**src/rtl/fetch_unit_if.sv**
```systemverilog
// Fetch-side bus: instruction memory address/data, upstream stall/redirect and the decode-facing buffer head.
interface fetch_unit_if;
    logic [31:0] pc_out;
    logic [31:0] inst_in;
    logic        stall;
    logic        redirect_valid;
    logic [31:0] redirect_target;
    logic        out_valid;
    logic        out_ready;
    logic [31:0] out_pc;
    logic [31:0] out_inst;
    logic        misalign_err;

    modport master (
        output pc_out,
        output out_valid,
        output out_pc,
        output out_inst,
        output misalign_err,
        input  inst_in,
        input  stall,
        input  redirect_valid,
        input  redirect_target,
        input  out_ready
    );

    modport slave (
        input  pc_out,
        input  out_valid,
        input  out_pc,
        input  out_inst,
        input  misalign_err,
        output inst_in,
        output stall,
        output redirect_valid,
        output redirect_target,
        output out_ready
    );
endinterface

```
**src/rtl/fetch_unit.sv**
```systemverilog
// Instruction fetch: PC register plus a 2-entry {pc, inst} buffer; fetch-to-out_valid is 1 edge, redirect-to-out_valid 2 edges.
// Backpressure: a full buffer only accepts a new fetch when decode pops the head in the same cycle; stall holds the PC but lets decode drain.
module fetch_unit #(
    parameter logic [31:0] RESET_PC = 32'h0000_0000
) (
    input  logic         clk,
    input  logic         reset,
    fetch_unit_if.master fu
);

    // PC kept as a word address so the low two bits of pc_out can never be non-zero.
    logic [29:0] r_pc_word;
    logic [1:0]  r_count;
    logic        r_head;
    logic [31:0] r_buf_pc   [2];
    logic [31:0] r_buf_inst [2];
    logic        r_misalign;

    logic        w_pop;
    logic        w_push;
    logic        w_tail;
    logic [1:0]  w_count_nxt;
    logic [31:0] w_pc;

    assign w_pc = {r_pc_word, 2'b00};

    always_comb begin
        w_pop       = (r_count != 2'd0) && fu.out_ready;
        w_push      = !fu.redirect_valid && !fu.stall && ((r_count != 2'd2) || w_pop);
        // When full, the tail slot is the head slot being vacated by the simultaneous pop.
        w_tail      = r_head ^ r_count[0];
        w_count_nxt = r_count;
        if (fu.redirect_valid) begin
            w_count_nxt = 2'd0;
        end else begin
            case ({w_push, w_pop})
                2'b10:   w_count_nxt = r_count + 2'd1;
                2'b01:   w_count_nxt = r_count - 2'd1;
                default: w_count_nxt = r_count;
            endcase
        end
    end

    always_ff @(posedge clk or posedge reset) begin
        if (reset) begin
            r_pc_word <= RESET_PC[31:2];
        end else if (fu.redirect_valid) begin
            r_pc_word <= fu.redirect_target[31:2];
        end else if (w_push) begin
            r_pc_word <= r_pc_word + 30'd1;
        end
    end

    always_ff @(posedge clk or posedge reset) begin
        if (reset) begin
            r_count <= 2'd0;
            r_head  <= 1'b0;
        end else begin
            r_count <= w_count_nxt;
            if (fu.redirect_valid) begin
                r_head <= 1'b0;
            end else if (w_pop) begin
                r_head <= ~r_head;
            end
        end
    end

    always_ff @(posedge clk or posedge reset) begin
        if (reset) begin
            for (int i = 0; i < 2; i++) begin
                r_buf_pc[i]   <= 32'h0;
                r_buf_inst[i] <= 32'h0;
            end
        end else if (w_push) begin
            r_buf_pc[w_tail]   <= w_pc;
            r_buf_inst[w_tail] <= fu.inst_in;
        end
    end

    always_ff @(posedge clk or posedge reset) begin
        if (reset) begin
            r_misalign <= 1'b0;
        end else if (fu.redirect_valid && (fu.redirect_target[1:0] != 2'b00)) begin
            r_misalign <= 1'b1;
        end
    end

    assign fu.pc_out       = w_pc;
    assign fu.out_valid    = (r_count != 2'd0);
    assign fu.out_pc       = r_buf_pc[r_head];
    assign fu.out_inst     = r_buf_inst[r_head];
    assign fu.misalign_err = r_misalign;

endmodule

```
**src/flat_wrapper.sv**
```systemverilog
// flat-port wrapper written by rule: the top's interface ports become plain ports
module fetch_unit_flat 
#(
    parameter logic [31:0] RESET_PC = 32'h0000_0000
)
  (clk, reset, fu_pc_out, fu_out_valid, fu_out_pc, fu_out_inst, fu_misalign_err, fu_inst_in, fu_stall, fu_redirect_valid, fu_redirect_target, fu_out_ready);
  fetch_unit_if fu_i ();
  input  logic clk;
  input  logic reset;
  output wire logic [$bits(fu_i.pc_out)-1:0] fu_pc_out;
  output wire logic [$bits(fu_i.out_valid)-1:0] fu_out_valid;
  output wire logic [$bits(fu_i.out_pc)-1:0] fu_out_pc;
  output wire logic [$bits(fu_i.out_inst)-1:0] fu_out_inst;
  output wire logic [$bits(fu_i.misalign_err)-1:0] fu_misalign_err;
  input wire logic [$bits(fu_i.inst_in)-1:0] fu_inst_in;
  input wire logic [$bits(fu_i.stall)-1:0] fu_stall;
  input wire logic [$bits(fu_i.redirect_valid)-1:0] fu_redirect_valid;
  input wire logic [$bits(fu_i.redirect_target)-1:0] fu_redirect_target;
  input wire logic [$bits(fu_i.out_ready)-1:0] fu_out_ready;
  assign fu_pc_out = fu_i.pc_out;
  assign fu_out_valid = fu_i.out_valid;
  assign fu_out_pc = fu_i.out_pc;
  assign fu_out_inst = fu_i.out_inst;
  assign fu_misalign_err = fu_i.misalign_err;
  assign fu_i.inst_in = fu_inst_in;
  assign fu_i.stall = fu_stall;
  assign fu_i.redirect_valid = fu_redirect_valid;
  assign fu_i.redirect_target = fu_redirect_target;
  assign fu_i.out_ready = fu_out_ready;
  fetch_unit #(.RESET_PC(RESET_PC)) u_core (.clk(clk), .reset(reset), .fu(fu_i));
endmodule
```
**config.mk**
```make
export PLATFORM = sky130hd
export DESIGN_NAME = fetch_unit_flat
export DESIGN_NICKNAME = d
export VERILOG_FILES = /design/src/rtl/fetch_unit_if.sv /design/src/rtl/fetch_unit.sv /design/src/flat_wrapper.sv
export SDC_FILE = /design/constraint.sdc
export NUM_CORES = 1
export LEC_CHECK = 0
export ABC_AREA = 1
export CORE_MARGIN = 2
export CORE_UTILIZATION = 45
export CTS_BUF_LIST = sky130_fd_sc_hd__clkbuf_4
export DETAILED_ROUTE_END_ITERATION = 8
export DONT_BUFFER_PORTS = 1
export GPL_ROUTABILITY_DRIVEN = 0
export PLACE_DENSITY_LB_ADDON = 0.1
export SETUP_SLACK_MARGIN = 0.4
export SLEW_MARGIN = 20
export SYNTH_ARGS = -nofsm -noshare
export SYNTH_HDL_FRONTEND = slang
export SYNTH_SLANG_ARGS = --single-unit
```
**constraint.sdc**
```tcl
create_clock -name clk -period 11.67 [get_ports clk]
set_clock_uncertainty 0.15 [all_clocks]
set_input_delay 2.334 -clock clk [delete_from_list [all_inputs] [get_ports clk]]
set_output_delay 2.334 -clock clk [all_outputs]
set_load 0.005 [all_outputs]
```
After elaboration in Yosys (flattened, before gate mapping)
Index checks and enable logic that the tools add are counted.
Widths: inputs -> output; s select.
- add/sub/neg operators: 3
- magnitude comparators: 3
- equality and inequality tests: 3
- multiplexer cells: 16
- bitwise operators: 4
- reduce and logical (&&, ||, !) cells: 13
- operators by type and width (kind ; number):
    $mux 32 ; 7
    $bwmux 64 ; 2
    $mux 30 ; 2
    $demux 32 s1 ; 1
    $add 30x1->30 const B ; 1
    $reduce_bool 2->1 ; 4
    $logic_and 1x1->1 ; 5
    $ge 2x2->1 const B ; 2
    $not 1->2 ; 2
    $pmux 2 s2 ; 1
    $reduce_bool 3->1 ; 1
    $add 2x1->2 const B ; 1
    $eq 2x1->1 const B ; 1
    $eq 2x2->1 const B ; 1
    $logic_not 1->1 ; 2
    $lt 2x1->1 const B ; 1
    $mux 1 ; 2
    $mux 2 ; 1
    $ne 2x2->1 const B ; 1
    $sub 2x1->2 const B ; 1
    $logic_or 1x1->1 ; 1
    $not 1->1 ; 1
    $xor 1x1->1 ; 1
- bits in registers: 162
- bits of input ports: 69
- output and inout port bits: 98
- word-level logic and storage cells: 50

Depth between registers and ports, before layout
- depth after elaboration: 7
- gate-level depth with buffers: 10
- mapped depth without buffers: 10

Least setup slack after synthesis
OpenSTA, ideal clock, no wires.
- path type: input -> register
- start: input port fu_redirect_valid
- end: register u_core.r_buf_inst[26] (netlist bit)
- setup time: 130 ps
- arrival time: 3290 ps
- required time: 11390 ps
- slack: 8099 ps
- stages on the path: 8
- cells stage by stage: nor2_2 nand2_4 or2_1 buf_6 buf_6 buf_6 nand2_1 o21ai_1
- word-level cells in the longest chain between the ends: 3
- RTL lines (what ; RTL line ; text):
    start, declared ; flat_wrapper.sv:17 ; input wire logic [$bits(fu_i.redirect_valid)-1:0] fu_redirect_valid;
    $logic_not 1->1 ; fetch_unit.sv:29 ; w_push = !fu.redirect_valid && !fu.stall && ((r_count != 2'd2) || w_pop);
    $logic_and 1x1->1 (2 in a row) ; fetch_unit.sv:29 ;
    end signal, assigned by index ; fetch_unit.sv:76 ; r_buf_inst[w_tail] <= fu.inst_in;
    end, declared ; fetch_unit.sv:16 ; logic [31:0] r_buf_inst [2];
Every way passes these cells.
A chain may end at the register's enable or synchronous reset.

Worst setup path after layout
- start: register u_core.r_head
- end: output port fu_out_pc[18]
- word-level cells in the longest chain between the ends: 4
- RTL lines (what ; RTL line ; text):
    start, declared ; fetch_unit.sv:14 ; logic r_head;
    start signal, assigned ; fetch_unit.sv:63 ; r_head <= ~r_head;
    $not 1->2 (not written as such) ; fetch_unit.sv:90 ; assign fu.out_pc = r_buf_pc[r_head];
    $mux 32 (not written as such) (3 in a row) ; fetch_unit.sv:90 ;
    end, declared ; flat_wrapper.sv:12 ; output wire logic [$bits(fu_i.out_pc)-1:0] fu_out_pc;
Every way passes these cells. The select of a mux whose other input is x is not followed.

==> run_results.csv <==
group,metric,value,unit
placement,place_area,0.007775,mm²
global_routing,grt_pass1_vias,5692,
final_layout,fin_area,0.008054,mm²
worst_setup_path,start_kind,"flip-flop",
power_and_ir_drop,p_total,0.001540,W
route,wl,19310,µm
global_routing,grt_use_total,21.69,%
worst_setup_path,cp-end-kind,"output port",
floorplanning,num_rows,47,
final_layout,num-fill-cells,1782,
final_layout,layout_commonest_cell,"nand2_1",
placement,hpwl,13050,µm
cts,cts_buffers,17,
global_routing,grt_max_degree,125,
cts,clockRootBuffer,"clkbuf_4",
final_layout,final_cells,1250,
cts,clock_path_buffers,2,
floorplanning,die_y,135.2,µm
power_and_ir_drop,p_clk_share,20.8,%
cts,htree_num_levels,4,
sta,rsz0062_at_grt,"false",
cts,cts_tree,"yes",
final_layout,n_antenna_cell,0,
sta,hold_viol,0,
global_routing,overflow,0,
synth,postSynthCellCount,1042,
cts,post_cts_buffers,0,
floorplanning,core-area,0.01670,mm²
final_layout,drive_gt1_share,4.563,%
sta,worstMarginPinSlew,1079,ps
power_and_ir_drop,cell_internal_pwr,0.0009939,W
final_layout,num-nets-final,1087,
floorplanning,die_area,0.01828,mm²
route,drc_errors,0,
placement,dpl.cell_count,1218,
power_and_ir_drop,p_sw,0.0005459,W
worst_setup_path,reg2regPathDepth,6,
worst_setup_path,endpoint,"fu_out_pc[18]",
worst_setup_path,rrSetupSlack,8590,ps
sta,relSlewSlack,28.09,%
sta,slew_viol_final,0,
global_routing,use_met2,33.98,%
worst_setup_path,crit_type,"flip-flop to output port",
outcome,status,"complete, no violations",
cts,clock_latency,540,ps
sta,tns,0,ps
worst_setup_path,worstPathArrival,2030,ps
route,vias,6302,
worst_setup_path,worst_setup_path_startpoint,"u_core.r_head",
synth,seq_area_frac_synth,51.05,%
power_and_ir_drop,comb_power_share,24.8,%
global_routing,antenna_found_initial,0,
global_routing,grtUsageMet3,6.098,%
power_and_ir_drop,p_per_area,191.2,mW/mm²
cts,ctsHoldBuffers,0,
power_and_ir_drop,ir_drop,0.00006407,V
sta,fin_crit_sh,38.71,%
sta,setup_viol,0,
global_routing,grt_pass1_wl,30590,µm
route,dr.pass1.iters,5,
job,cap_violations,0,
worst_setup_path,rr_endpoint,"u_core.r_buf_pc[27]",
sta,fmax,0.2214,GHz
power_and_ir_drop,seqPwrFrac,54.4,%
cts,clkTransAtPathRegs,120,ps
cts,cts_resized,0,
synth,syn_area,0.007745,mm²
synth,synth-seq-cells,158,
synth,ys_types,32,
power_and_ir_drop,switching_share,35.45,%
floorplanning,initial_utilization,46.37,%
final_layout,final_cell_mix,"nand2_1 (467), dfrtp_1 (157), inv_1 (92)",
worst_setup_path,r2r_start,"u_core.r_head",
worst_setup_path,crit_fanout,42,
route,wire_per_inst,15.45,µm
route,final_antenna_net_count,0,
worst_setup_path,cp.required,9190,ps
synth,synth_area_per_cell,7.433,µm²
synth,ys_warn_count,0,
hold_path,min_path_type,"flip-flop to flip-flop",
floorplanning,die_w,135.2,µm
power_and_ir_drop,p_leak,4.147,nW
route,first_iter_violations,455,
final_layout,syn_to_final_growth,3.990,%
route,drt-vias-per-instance,5.042,
placement,portBuffers,0,
sta,finalCriticalPeriod,4518,ps
global_routing,grt_util_met1,29.99,%
floorplanning,ios,167,
global_routing,grt-busiest-layer,"met2",
cts,cts_sinks,158,
## metrics by stage
stage                     worst slack [ps]  utilization [%]  hold slack (ps)
after floorplan                       4923                -            303.4
after global placement                7232            46.55            315.6
after detailed placement              7098            46.55            322.9
after CTS                             7016            48.17            352.5
after global routing                  6909            48.22            365.6
final                                 7152            48.22            345.8
## power groups by stage
stage,logic (W),clock network [W],registers [W]
2_1_floorplan,0.000314,0,0.000822
3_3_place_gp,0.000380,0,0.000846
3_5_place_dp,0.000390,0,0.000848
4_1_cts,0.000391,0.000337,0.000837
5_1_grt,0.000447,0.000362,0.000861
6_report,0.000382,0.000320,0.000838
## Yosys cell counts
library cell  count  area share [%]
nand2_2           1           0.081
nor3_1            1           0.065
a21oi_1           7            0.45
nand3_1          31             2.0
conb_1            1           0.048
o221ai_1          1            0.11
a22oi_1           1           0.097
dfrtp_1         158              51
nand3_2           1            0.13
o21ai_1          69             4.5
o22ai_1           1           0.081
inv_1            93             4.5
inv_2             3            0.15
a31oi_1           1           0.081
nor2_1           49             2.4
or2_2             1           0.081
nand2_4           1            0.15
o21ai_2           2            0.23
buf_6             9             1.3
o21bai_1          5            0.48
ha_1              1            0.16
o211ai_1          6            0.58
o21a_1            1           0.097
xnor2_1           1            0.11
clkbuf_1         29             1.4
xor2_1            4            0.45
buf_2             3            0.19
nand2_1         467              23
buf_4            10            0.97
o21ai_0          82             5.3
or2_1             1           0.081
nor2_2            1           0.081
## metal layers
metal  up-vias  part of all wire, %
li1       3202                    -
met1      2912                   46
met2       173                   46
met3        15                  6.9
met4         0                 0.86
met5         -                    0
## flip-flops by register name, summed over array words and instances (netlist names)
name,cells
u_core.r_pc_word,30
u_core.r_buf_inst,64
u_core.r_count,2
u_core.r_head,1
u_core.r_buf_pc,60
u_core.fu.misalign_err,1
## worst max-delay path, stage by stage, from the launching register on
cell	delay, ps
dfrtp_2	430
inv_2	330
buf_4	490
nand2_1	100
nand2_1	150
## logic make-up after synthesis
kind of cell,after synthesis,synth area share (%)
and+or+nand+nor,554,27.67
AOI/OAI and AO/OA,176,11.97
adders and majority gates,1,0.1615
DFF,158,51.05
buffers and inverters,147,8.530
other,1,0.04842
xor gates and xnor gates,5,0.5654
## final cells by class
cell class                      instances  area, µm²  share of cell area [%]
Clock buffer                           20      150.1                   1.864
Clock inverter                         12      120.1                   1.491
Inverter                               96      365.4                   4.536
Multi-Input combinational cell        740       3158                   39.21
Sequential cell                       158       3955                   49.11
Tap cell                              220      275.3                   3.418
Timing Repair Buffer                    4      30.03                  0.3728
## worst min path at each step
| stage | depth (start not counted) | slack, ps | startpoint | endpoint |
|---|---|---|---|---|
| after floorplan | 2 | 300 | u_core.r_buf_inst[22] | u_core.r_buf_inst[22] |
| after global placement | 2 | 320 | u_core.r_buf_inst[59] | u_core.r_buf_inst[59] |
| after detailed placement | 2 | 320 | u_core.r_buf_inst[23] | u_core.r_buf_inst[23] |
| after CTS | 2 | 350 | u_core.r_buf_inst[23] | u_core.r_buf_inst[23] |
| after global routing | 2 | 370 | u_core.r_buf_pc[60] | u_core.r_buf_pc[60] |
| final | 2 | 350 | u_core.r_buf_inst[59] | u_core.r_buf_inst[59] |
No activity file was read; power rests on OpenSTA's default activity.
